`src/rtl/dmem_arb_pkg.sv`:
```
// Shared definitions for the data-memory arbiter: default widths, port
// identifiers, lock-state encoding and the statistics counter helper.
package dmem_arb_pkg;

  localparam int DEF_ADDR_W = 8;
  localparam int DEF_DATA_W = 8;
  localparam int STAT_W     = 16;

  localparam logic PORT0 = 1'b0;
  localparam logic PORT1 = 1'b1;

  typedef enum logic [1:0] {
    UNLOCKED = 2'd0,
    LOCK_P0  = 2'd1,
    LOCK_P1  = 2'd2
  } lock_state_t;

  // Statistics counters stop at all-ones instead of wrapping back to zero.
  function automatic logic [STAT_W-1:0] sat_inc(input logic [STAT_W-1:0] value);
    return (value == {STAT_W{1'b1}}) ? value : value + 1'b1;
  endfunction

endpackage

```
`src/rtl/dmem_arb_rr.sv`:
```
// Two-way round-robin picker. Only eligible requesters compete; on a tie the
// port that was not granted last time wins. Purely combinational.
module dmem_arb_rr
  import dmem_arb_pkg::*;
(
  input  logic [1:0] req,
  input  logic [1:0] elig,
  input  logic       rr_last,
  output logic [1:0] gnt
);

  logic [1:0] cand;

  // Mask requests by eligibility, then break a tie against the last winner.
  always_comb begin
    cand = req & elig;
    gnt  = cand;
    if (cand == 2'b11) begin
      gnt = (rr_last == PORT1) ? 2'b01 : 2'b10;
    end
  end

endmodule

```
`src/rtl/dmem_arbiter.sv`:
```
// Data-memory arbiter: shares the single data_mem port between the processor
// (port 0) and the debug/loader (port 1). Grant is combinational, the chosen
// transfer is registered onto the memory strobes one cycle later, and read
// data is routed back to its owner the cycle after that.
// Optional statistics counters are built when DMEM_ARBITER_STATS_EN is defined.
module dmem_arbiter
  import dmem_arb_pkg::*;
#(
  parameter int ADDR_W = DEF_ADDR_W,
  parameter int DATA_W = DEF_DATA_W
) (
  input  logic              clock,
  input  logic              reset,
  input  logic              p0_req,
  input  logic              p0_we,
  input  logic              p0_lock,
  input  logic [ADDR_W-1:0] p0_addr,
  input  logic [DATA_W-1:0] p0_wdata,
  output logic              p0_gnt,
  output logic              p0_rvalid,
  output logic [DATA_W-1:0] p0_rdata,
  input  logic              p1_req,
  input  logic              p1_we,
  input  logic              p1_lock,
  input  logic [ADDR_W-1:0] p1_addr,
  input  logic [DATA_W-1:0] p1_wdata,
  output logic              p1_gnt,
  output logic              p1_rvalid,
  output logic [DATA_W-1:0] p1_rdata,
  output logic              mem_rd_enb,
  output logic              mem_wr_enb,
  output logic [ADDR_W-1:0] mem_addr,
  output logic [DATA_W-1:0] mem_wr_data,
  input  logic [DATA_W-1:0] mem_rd_data,
  output logic [STAT_W-1:0] stat_p0_cnt,
  output logic [STAT_W-1:0] stat_p1_cnt,
  output logic [STAT_W-1:0] stat_conflict_cnt
);

  lock_state_t       lock_state, lock_next;
  logic              rr_last, rr_next;
  logic              locked_now;
  logic [1:0]        elig;
  logic [1:0]        pick;
  logic [1:0]        gnt;
  logic              any_gnt;
  logic              sel_we;
  logic [ADDR_W-1:0] sel_addr;
  logic [DATA_W-1:0] sel_wdata;
  logic              iss_rd, iss_tag;
  logic              rsp_rd, rsp_tag;

  // A held lock restricts eligibility to its owner; dropping the owner's lock
  // line opens both ports in that very cycle.
  always_comb begin
    elig       = 2'b11;
    locked_now = 1'b0;
    case (lock_state)
      LOCK_P0: if (p0_lock) begin
        elig       = 2'b01;
        locked_now = 1'b1;
      end
      LOCK_P1: if (p1_lock) begin
        elig       = 2'b10;
        locked_now = 1'b1;
      end
      default: ;
    endcase
  end

  dmem_arb_rr u_rr (
    .req     ({p1_req, p0_req}),
    .elig    (elig),
    .rr_last (rr_last),
    .gnt     (pick)
  );

  assign gnt     = pick & {2{~reset}};
  assign any_gnt = |gnt;
  assign p0_gnt  = gnt[0];
  assign p1_gnt  = gnt[1];

  // Next lock state and round-robin pointer: while the lock is held nothing
  // moves; otherwise the winner becomes rr_last and may take the lock.
  always_comb begin
    lock_next = lock_state;
    rr_next   = rr_last;
    if (!locked_now) begin
      lock_next = UNLOCKED;
      if (gnt[0]) begin
        rr_next = PORT0;
        if (p0_lock) lock_next = LOCK_P0;
      end else if (gnt[1]) begin
        rr_next = PORT1;
        if (p1_lock) lock_next = LOCK_P1;
      end
    end
  end

  // Lock FSM and round-robin pointer registers; port 0 wins the first tie.
  always_ff @(posedge clock or posedge reset) begin
    if (reset) begin
      lock_state <= UNLOCKED;
      rr_last    <= PORT1;
    end else begin
      lock_state <= lock_next;
      rr_last    <= rr_next;
    end
  end

  // Select the request fields of whichever port won this cycle.
  always_comb begin
    sel_we    = p0_we;
    sel_addr  = p0_addr;
    sel_wdata = p0_wdata;
    if (gnt[1]) begin
      sel_we    = p1_we;
      sel_addr  = p1_addr;
      sel_wdata = p1_wdata;
    end
  end

  // Issue stage: drive data_mem with the granted transfer and remember who
  // owns it and whether a read response is due.
  always_ff @(posedge clock or posedge reset) begin
    if (reset) begin
      mem_rd_enb  <= 1'b0;
      mem_wr_enb  <= 1'b0;
      mem_addr    <= '0;
      mem_wr_data <= '0;
      iss_rd      <= 1'b0;
      iss_tag     <= PORT0;
    end else begin
      mem_rd_enb <= any_gnt & ~sel_we;
      mem_wr_enb <= any_gnt & sel_we;
      iss_rd     <= any_gnt & ~sel_we;
      iss_tag    <= gnt[1];
      if (any_gnt) begin
        mem_addr    <= sel_addr;
        mem_wr_data <= sel_wdata;
      end
    end
  end

  // Response stage: aligns owner tag and read flag with data_mem's read data.
  always_ff @(posedge clock or posedge reset) begin
    if (reset) begin
      rsp_rd  <= 1'b0;
      rsp_tag <= PORT0;
    end else begin
      rsp_rd  <= iss_rd;
      rsp_tag <= iss_tag;
    end
  end

  assign p0_rvalid = rsp_rd & (rsp_tag == PORT0);
  assign p1_rvalid = rsp_rd & (rsp_tag == PORT1);
  assign p0_rdata  = p0_rvalid ? mem_rd_data : '0;
  assign p1_rdata  = p1_rvalid ? mem_rd_data : '0;

`ifdef DMEM_ARBITER_STATS_EN
  logic [STAT_W-1:0] cnt_p0, cnt_p1, cnt_conflict;

  // Saturating grant and conflict counters; with a single grant per cycle,
  // both ports requesting always means one of them was turned away.
  always_ff @(posedge clock or posedge reset) begin
    if (reset) begin
      cnt_p0       <= '0;
      cnt_p1       <= '0;
      cnt_conflict <= '0;
    end else begin
      if (gnt[0]) cnt_p0 <= sat_inc(cnt_p0);
      if (gnt[1]) cnt_p1 <= sat_inc(cnt_p1);
      if (p0_req && p1_req) cnt_conflict <= sat_inc(cnt_conflict);
    end
  end

  assign stat_p0_cnt       = cnt_p0;
  assign stat_p1_cnt       = cnt_p1;
  assign stat_conflict_cnt = cnt_conflict;
`else
  assign stat_p0_cnt       = '0;
  assign stat_p1_cnt       = '0;
  assign stat_conflict_cnt = '0;
`endif

endmodule

```
`config.mk`:
```
export PLATFORM = sky130hd
export DESIGN_NAME = dmem_arbiter
export DESIGN_NICKNAME = d
export VERILOG_FILES = /design/src/rtl/dmem_arb_pkg.sv /design/src/rtl/dmem_arb_rr.sv /design/src/rtl/dmem_arbiter.sv
export SDC_FILE = /design/constraint.sdc
export NUM_CORES = 1
export LEC_CHECK = 0
export ABC_AREA = 1
export CAP_MARGIN = 20
export CORE_UTILIZATION = 36
export CTS_BUF_LIST = sky130_fd_sc_hd__clkbuf_4
export CTS_CLUSTER_SIZE = 14
export DETAILED_ROUTE_END_ITERATION = 8
export PLACE_DENSITY = 0.83
export SYNTH_ARGS = -nofsm -noshare
export SYNTH_HDL_FRONTEND = slang
export SYNTH_SLANG_ARGS = --single-unit
```
`constraint.sdc`:
```
create_clock -name clock -period 2 [get_ports clock]
set_input_delay 0.4 -clock clock [delete_from_list [all_inputs] [get_ports clock]]
set_output_delay 0.4 -clock clock [all_outputs]
set_load 0.01 [all_outputs]
```
After elaboration in Yosys (flattened, before gate mapping)
Cells that the tools add are included.
{ "totals": {"inputBits": 48, "regBits": 24} }
{ "classes": {"n_reduce_logical": 3, "n_eq_ne": 3, "n_bitwise": 10, "mux": 19} }
{ "op_table": {"columns": ["op", "n"], "rows": [
  ["two-way mux 8 bit", 4],
  ["two-way mux 2 bit", 6],
  ["two-way mux 1 bit", 7],
  ["AND 1 bit", 4],
  ["AND 2 bit", 2],
  ["== test 2 bit, second input constant", 2],
  ["inverter 1 bit", 4],
  ["one-hot mux 2 bit (2 select lines)", 1],
  ["== test 2 x 1 -> 1 bit, second input constant", 1],
  ["one-hot mux 1 bit (2 select lines)", 1],
  ["AND reduction 2 bit", 1],
  ["nonzero test 2 bit", 1],
  ["OR reduction 2 bit", 1]
]} }

Depth between registers and ports, before layout
Gate-level depths: netlist of the first run.
{ "depth": {"ltp_word": 9, "depth_mapped": 11, "depth_no_buf": 10} }

By module
A second synthesis of the first run with hierarchy kept.
{ "hier_totals": {"hier_cells": 253, "hier_area_um2": 1864.3} }
{ "modules_own_cells": {"columns": ["mod", "area_per_inst_um2", "seq_area_each_um2", "instances", "cells_per_inst"], "rows": [
  ["dmem_arbiter", 1833.0, 601.8, 1, 245],
  ["dmem_arb_rr", 31.3, 0.0, 1, 8]
]} }

Least setup slack after synthesis of the first run
OpenSTA, ideal clock, no wires.
{ "synth_timing": {"path_kind": "reg2out", "start": "register lock_state[0]", "end": "output p1_gnt", "stages_incl_launch_ff": 10, "path_buffers": 1, "path_slack_ns": 0.251, "t_arrival_ns": 1.349, "path_cell_list": "dfrtp_1 inv_1 ha_1 nor2_1 nand2_2 nand2_4 nor2_8 nand2_4 buf_6 inv_1"} }
{ "synth_via": {"elab_chain_cells": 6} }
{ "synth_rtl": {"columns": ["item", "line_no", "rtl"], "rows": [
  ["from (decl)", "dmem_arbiter.sv:40", "lock_state_t lock_state, lock_next;"],
  ["from (signal assigned)", "dmem_arbiter.sv:106", "lock_state <= lock_next;"],
  ["== test 2 bit or == test 2 x 1 -> 1 bit (tied branches)", "dmem_arbiter.sv:58", "case (lock_state)"],
  ["one-hot mux 2 bit (2 select lines) *", "dmem_arbiter.sv:58", null],
  ["AND 2 bit *", "dmem_arb_rr.sv:16", "cand = req & elig;"],
  ["== test 2 bit", "dmem_arb_rr.sv:18", "if (cand == 2'b11) begin"],
  ["two-way mux 2 bit *", "dmem_arb_rr.sv:18", null],
  ["AND 2 bit *", "dmem_arbiter.sv:78", "assign gnt = pick & {2{~reset}};"],
  ["to (decl)", "dmem_arbiter.sv:27", "output logic p1_gnt,"]
]} }
Mark *: on every way between the ends. The rest lies on a longest branch, timed or not.

Final worst setup path of the first run
{ "layout_timing": {"start": "register lock_state[1]", "end": "output p0_gnt"} }
{ "layout_via": {"elab_chain_cells": 6} }
{ "layout_rtl": {"columns": ["item", "line_no", "rtl"], "rows": [
  ["== test 2 bit or == test 2 x 1 -> 1 bit (tied branches)", "dmem_arbiter.sv:58", null],
  ["one-hot mux 2 bit (2 select lines) *", "dmem_arbiter.sv:58", null],
  ["AND 2 bit *", "dmem_arb_rr.sv:16", null],
  ["== test 2 bit", "dmem_arb_rr.sv:18", null],
  ["two-way mux 2 bit *", "dmem_arb_rr.sv:18", null],
  ["AND 2 bit *", "dmem_arbiter.sv:78", null],
  ["to (decl)", "dmem_arbiter.sv:19", "output logic p0_gnt,"]
]} }
Marks and branches as above.

==> results_dict.tcl, run 1 <==
set metrics [dict create \
    viasPerCell 4.16 \
    pre_cts_ws_ns -0.360 \
    portBuffers 85 \
    cts_made_buffers 3 \
    fin_nets 414 \
    ir_drop_mv 0.306 \
    r2r_start "lock_state[0]" \
    grt_usage_pct 16.6 \
    gp_congestion 0.810 \
    yosys_warnings 0 \
    ys_top_cells_by_area "dfrtp_1 (31%), buf_4 (20%), nand2_1 (12%)" \
    final_hold_viol_count 0 \
    antenna_left 0 \
    drcViolationCount 0 \
    drt_iter0_drc 50 \
    fin_ws_ns -0.0714 \
    tns_ns -0.115 \
    timing.reg2reg.setup_slack_ns 0.29 \
    gr-total-overflow 0 \
    clock_skew_ns 0.0144 \
    power.total_mw 1.69 \
    drt_pass1_iterations 4 \
    r2r.worst_path.cells 10 \
    fp.dieH_um 73.6 \
    finalCriticalPeriod_ns 2.07 \
    io_pins 134 \
    initial_utilization_pct 38.3 \
    syn_area_per_cell_um2 7.07 \
    clkTransAtPathRegs_ns 0.15 \
    routed_wl_um 4540 \
    grt_pass1_vias 1663 \
    max_freq_mhz 483 \
    fin_crit_sh_pct 104 \
    cts_tree "built" \
    setup_viol 2 \
    coreArea_mm2 0.00482 \
    grt_first_pass_wirelength_um 6980 \
    final_core_util_pct 59.5 \
    powerDensity_mw_per_mm2 591 \
    min_path_cells 0 \
    dp.final_hpwl_um 3530 \
    wl_per_cell_um 10.6 \
    n_fill_cell 449 \
    clk_latency_ns 0.33 \
    ctsLongestPathBuffers 2 \
    ys_seq_area_share_pct 32.6 \
    num_antenna_cells 0 \
    status "complete, but fails checks" \
    rsz0062_at_grt "true" \
    cp_data_required_time_ns 1.60 \
    cp-end-kind "output port" \
    antenna_found_initial 0 \
    hold_buffers 0 \
    violations "negative setup slack" \
    die_area_mm2 0.00542 \
    min-delay-start "iss_tag" \
    layout_commonest_cell "clkdlybuf4s50_1" \
    hold-path-endpoint "rsp_tag" \
    final-max-slew-violation-count 0 \
    die_w_um 73.6 \
    rr_endpoint "mem_addr[5]" \
    hp-class "reg -> reg" \
    synth_seq_cells 24 \
    via_count 1783 \
    synth.distinct_cells 23 \
    crit_arrival_ns 1.67 \
    cts_root_buf "clkbuf_4" \
    syn_inst 261 \
    regArea_um2 603 \
    p_leak_nw 1.71 \
    grt_max_degree 26 \
    area_growth_pct 55.2 \
    startpoint_type "register" \
    layout_common_cells "clkdlybuf4s50_1 (68), nand2_1 (58), conb_1 (48), inv_1 (45), nand3_1 (33)" \
    layout-drive-gt1-share_pct 13.8 \
    drv_cap 0 \
    yosysTopAreaCell "dfrtp_1" \
    syn-cell-area_mm2 0.00185 \
    cts_sinks 24 \
    worst-setup-path-type "reg -> out" \
    crit_path_max_fanout 3 \
    multi_input_area_um2 902 \
    rows 25 \
    whs_ns 0.369 \
    cp-startpoint "lock_state[1]" \
    h-tree-depth 1 \
    synth_top_area_share_pct 31.2 \
]
==> stage by stage <==
stage               cells  area (µm²)
floorplan             308        2020
CTS                   425        2750
global placement      421        2670
detailed placement    421        2670
global route          429        2860
finish                429        2860
==> routing by layer <==
layer  up-vias  wire, µm  GRT usage (%)
li1        883         -              -
met1       803      1640           16.4
met2        93      2420           33.7
met3         4       445           4.25
met4         0        36           3.85
met5         -         0              0
==> synth_stat cells <==
| library cell | n |
|---|---|
| dfstp_2 | 1 |
| a21o_1 | 1 |
| o21ai_0 | 2 |
| nand3_4 | 1 |
| nand3_2 | 1 |
| nand2_2 | 2 |
| ha_1 | 3 |
| buf_2 | 1 |
| conb_1 | 1 |
| dfrtp_1 | 23 |
| nand3_1 | 33 |
| inv_1 | 51 |
| inv_4 | 1 |
| o22ai_1 | 2 |
| buf_6 | 2 |
| nand2_1 | 59 |
| a21oi_1 | 1 |
| buf_4 | 50 |
| inv_2 | 1 |
| nor2_1 | 20 |
| nand2_4 | 3 |
| nand3b_1 | 1 |
| nor2_8 | 1 |
==> area by class of cell <==
type / instances / share of cell area (%)
tap: 67 / 2.93
multi-input combinational: 178 / 31.5
timing repair buffer: 103 / 35.6
sequential: 24 / 21.1
inverter: 53 / 7.03
clock buffer: 3 / 0.786
clock inverter: 1 / 1.05
==> flip-flops by register name, indices dropped and copies added (netlist names) <==
name	flops
mem_wr_data	8
mem_addr	8
rsp_tag	1
rr_last	1
mem_wr_enb	1
iss_tag	1
rsp_rd	1
lock_state	2
iss_rd	1
==> power breakdown <==
part | switching (mW) | internal [mW]
Clock | 0.162 | 0.203
Combinational | 0.340 | 0.359
Sequential | 0.0557 | 0.573
==> critical path: stages (launching register included) <==
cell and delay, ns:
dfrtp_2 0.47, ha_4 0.32, nor2_4 0.04, nand2_2 0.08, nand2_4 0.09, o21ai_4 0.17
inv_2 0.06, buf_6 0.12
==> cell families (layout without fill, tap and decap cells) <==
group                      Yosys count  count (layout)  share of synthesized area (%)
AOI/OAI and AO/OA                    6               6                           1.90
adders and majority gates            3               3                           2.03
buffers and inverters              106             160                           32.7
DFF                                 24              24                           32.6
other                                1              48                          0.203
and+or+nand+nor                    121             121                           30.5
==> repair_timing <==
action                     CTS  global route
pin swaps                    3             6
setup endpoints to repair   18            10
gates resized for setup     31            19
setup buffers                0             4
==> worst max-delay path by stage <==
stage / end / slack (ns) / depth (start not counted)
after detailed placement: p0_gnt / -0.36 / 9
final: p0_gnt / -0.07 / 7
after global routing: p0_gnt / -0.15 / 7
after CTS: p0_gnt / -0.06 / 7
after floorplan: p1_gnt / 0.25 / 9
after global placement: p0_gnt / -0.32 / 9
(Power assumes the default switching activity.)
==> run 2, diff against run 1 <==
HOLD_SLACK_MARGIN = 0.1   (was not set)
clock period = 2.1 ns   (was 2 ns; I/O delays follow)
==> run 2 against run 1 <==
Net effect: wire length down 3.5%; the flow now finishes without violations; clock-buffer cell count unchanged; die area unchanged; largest power group unchanged; register-to-register slack better by 0.09 ns; utilization down 2.8 points; via count down 1.0%; critical endpoint unchanged; design area down 4.8%; clock power down 43%; critical path depth up 2; global-route usage down 0.14 points.
==> results_dict.tcl, run 2 (synthesis results as in run 1) <==
set metrics [dict create \
    via_count 1765 \
    power.total_mw 1.44 \
    clk_latency_ns 0.32 \
    ir_drop_mv 0.324 \
    startpoint_type "register" \
    final_hold_viol_count 0 \
    finalCriticalPeriod_ns 2.10 \
    antenna_left 0 \
    portBuffers 85 \
    area_growth_pct 47.8 \
    crit_arrival_ns 1.68 \
    cpLargestDelayFamily "flip-flops" \
    grt_max_degree 26 \
    grt_pass1_vias 1666 \
    worst-setup-path-type "reg -> out" \
    cp-end-kind "output port" \
    fin_crit_sh_pct 99.8 \
    drcViolationCount 0 \
    dp.cells 417 \
    die_w_um 73.6 \
    setup_viol 0 \
    num_antenna_cells 0 \
    critPathBufInv 4 \
    cpMostUsedCell "inv_1" \
    wl_per_cell_um 10.4 \
    clock_skew_ns 0.0188 \
    cts_made_buffers 3 \
    fin_nets 407 \
    antenna_found_initial 0 \
    gp_congestion 0.787 \
    layout_commonest_cell "clkdlybuf4s50_1" \
    hp-class "reg -> reg" \
    final-max-slew-violation-count 0 \
    cp_data_required_time_ns 1.68 \
    viasPerCell 4.18 \
    p_leak_nw 1.53 \
    h-tree-depth 1 \
    slowest_delay_ns 0.42 \
    grt_first_pass_wirelength_um 6970 \
    layout_common_cells "clkdlybuf4s50_1 (80), nand2_1 (59), conb_1 (48), inv_1 (47), nand3_1 (33)" \
    clkTransAtPathRegs_ns 0.14 \
    powerDensity_mw_per_mm2 528 \
    fp.dieH_um 73.6 \
    drt_pass1_iterations 4 \
    routed_wl_um 4380 \
    grt_usage_pct 16.5 \
    rsz0062_at_grt "true" \
    hold_buffers 0 \
    status "completed" \
    dp.final_hpwl_um 3540 \
    drv_cap 0 \
    crit_chain "buf_4 > ha_4 > nor2_4 > nand2_4 > nand3_4 > inv_1 > o21ai_2 > inv_1 > buf_2" \
    crit_path_max_fanout 3 \
    initial_utilization_pct 38.3 \
    stdcell_count 422 \
    rows 25 \
    layout-drive-gt1-share_pct 9.86 \
    cts_sinks 24 \
    cts_root_buf "clkbuf_4" \
    coreArea_mm2 0.00482 \
    drt_iter0_drc 40 \
    ctsLongestPathBuffers 2 \
    gr-total-overflow 0 \
    reg_top3 "mem_addr (8), mem_wr_data (8), lock_state (2)" \
    io_pins 134 \
    placed_area_mm2 0.00264 \
    max_freq_mhz 477 \
    die_area_mm2 0.00542 \
    cts_tree "built" \
    cp_slowest_cell "dfrtp_1" \
    tns_ns 0 \
    finalInstanceArea_mm2 0.00273 \
]
==> run 2: cell type report <==
class                   instances  area [µm²]
well taps                      67        83.8
inverters                      53         201
multi-input cells             178         865
flip-flops and latches         24         602
repair buffers                 96         950
clock inverters                 1        3.75
clock buffers                   3        22.5
fillers                       453        2090
==> run 2: path summary, 6_finish.rpt <==
check	slack, ns	start	cells after the start	to
hold reg to reg	0.37	iss_tag	0	rsp_tag
hold / removal	0.37	iss_tag	0	rsp_tag
setup reg to reg	0.38	lock_state[0]	11	iss_rd
min in group asynchronous	0.55	reset	3	lock_state[1]
max in group asynchronous	1.26	reset	3	rr_last
setup / recovery	0.005	lock_state[0]	9	p0_gnt
==> run 2: per-layer routing <==
metal | global-route usage [%] | vias up | routed length (µm)
li1 | - | 869 | -
met1 | 16.5 | 805 | 1580
met2 | 33.5 | 89 | 2410
met3 | 4.53 | 2 | 376
met4 | 2.78 | 0 | 12
met5 | 0 | - | 0
==> run 2: worst reg2reg max path, delay by kind of cell, from the launching register on <==
family,cells,cell delay (ns)
buffers and inverters,3,0.41
DFF,1,0.40
and+or+nand+nor,6,0.49
AOI/OAI and AO/OA,1,0.15
adders and majority gates,1,0.18
==> run 2: what timing repair did <==
item,CTS,global route
endpoints found under the setup margin,8,17
resized for setup,20,6
setup buffers,1,0
gates cloned,0,0
pin swaps,6,3
==> run 2: per-stage QoR <==
stage                     util [%]  hold WS (ns)  worst slack [ns]
after floorplan                  -         0.311             0.331
after global placement        54.8         0.339            -0.264
after detailed placement      54.8         0.340            -0.304
after CTS                     56.3         0.370           0.00236
after global routing          56.6         0.380           -0.0670
final                         56.6         0.366           0.00498
==> run 2: power breakdown <==
group	total, mW	internal (mW)	switching, mW
registers	0.596	0.546	0.0499
clock network	0.207	0.0694	0.137
logic	0.639	0.325	0.313
==> run 3, diff against run 2 <==
GPL_ROUTABILITY_DRIVEN = 0   (was not set)
==> results of run 3 <==
Final layout, timing and power as in run 2 (identical DEF).
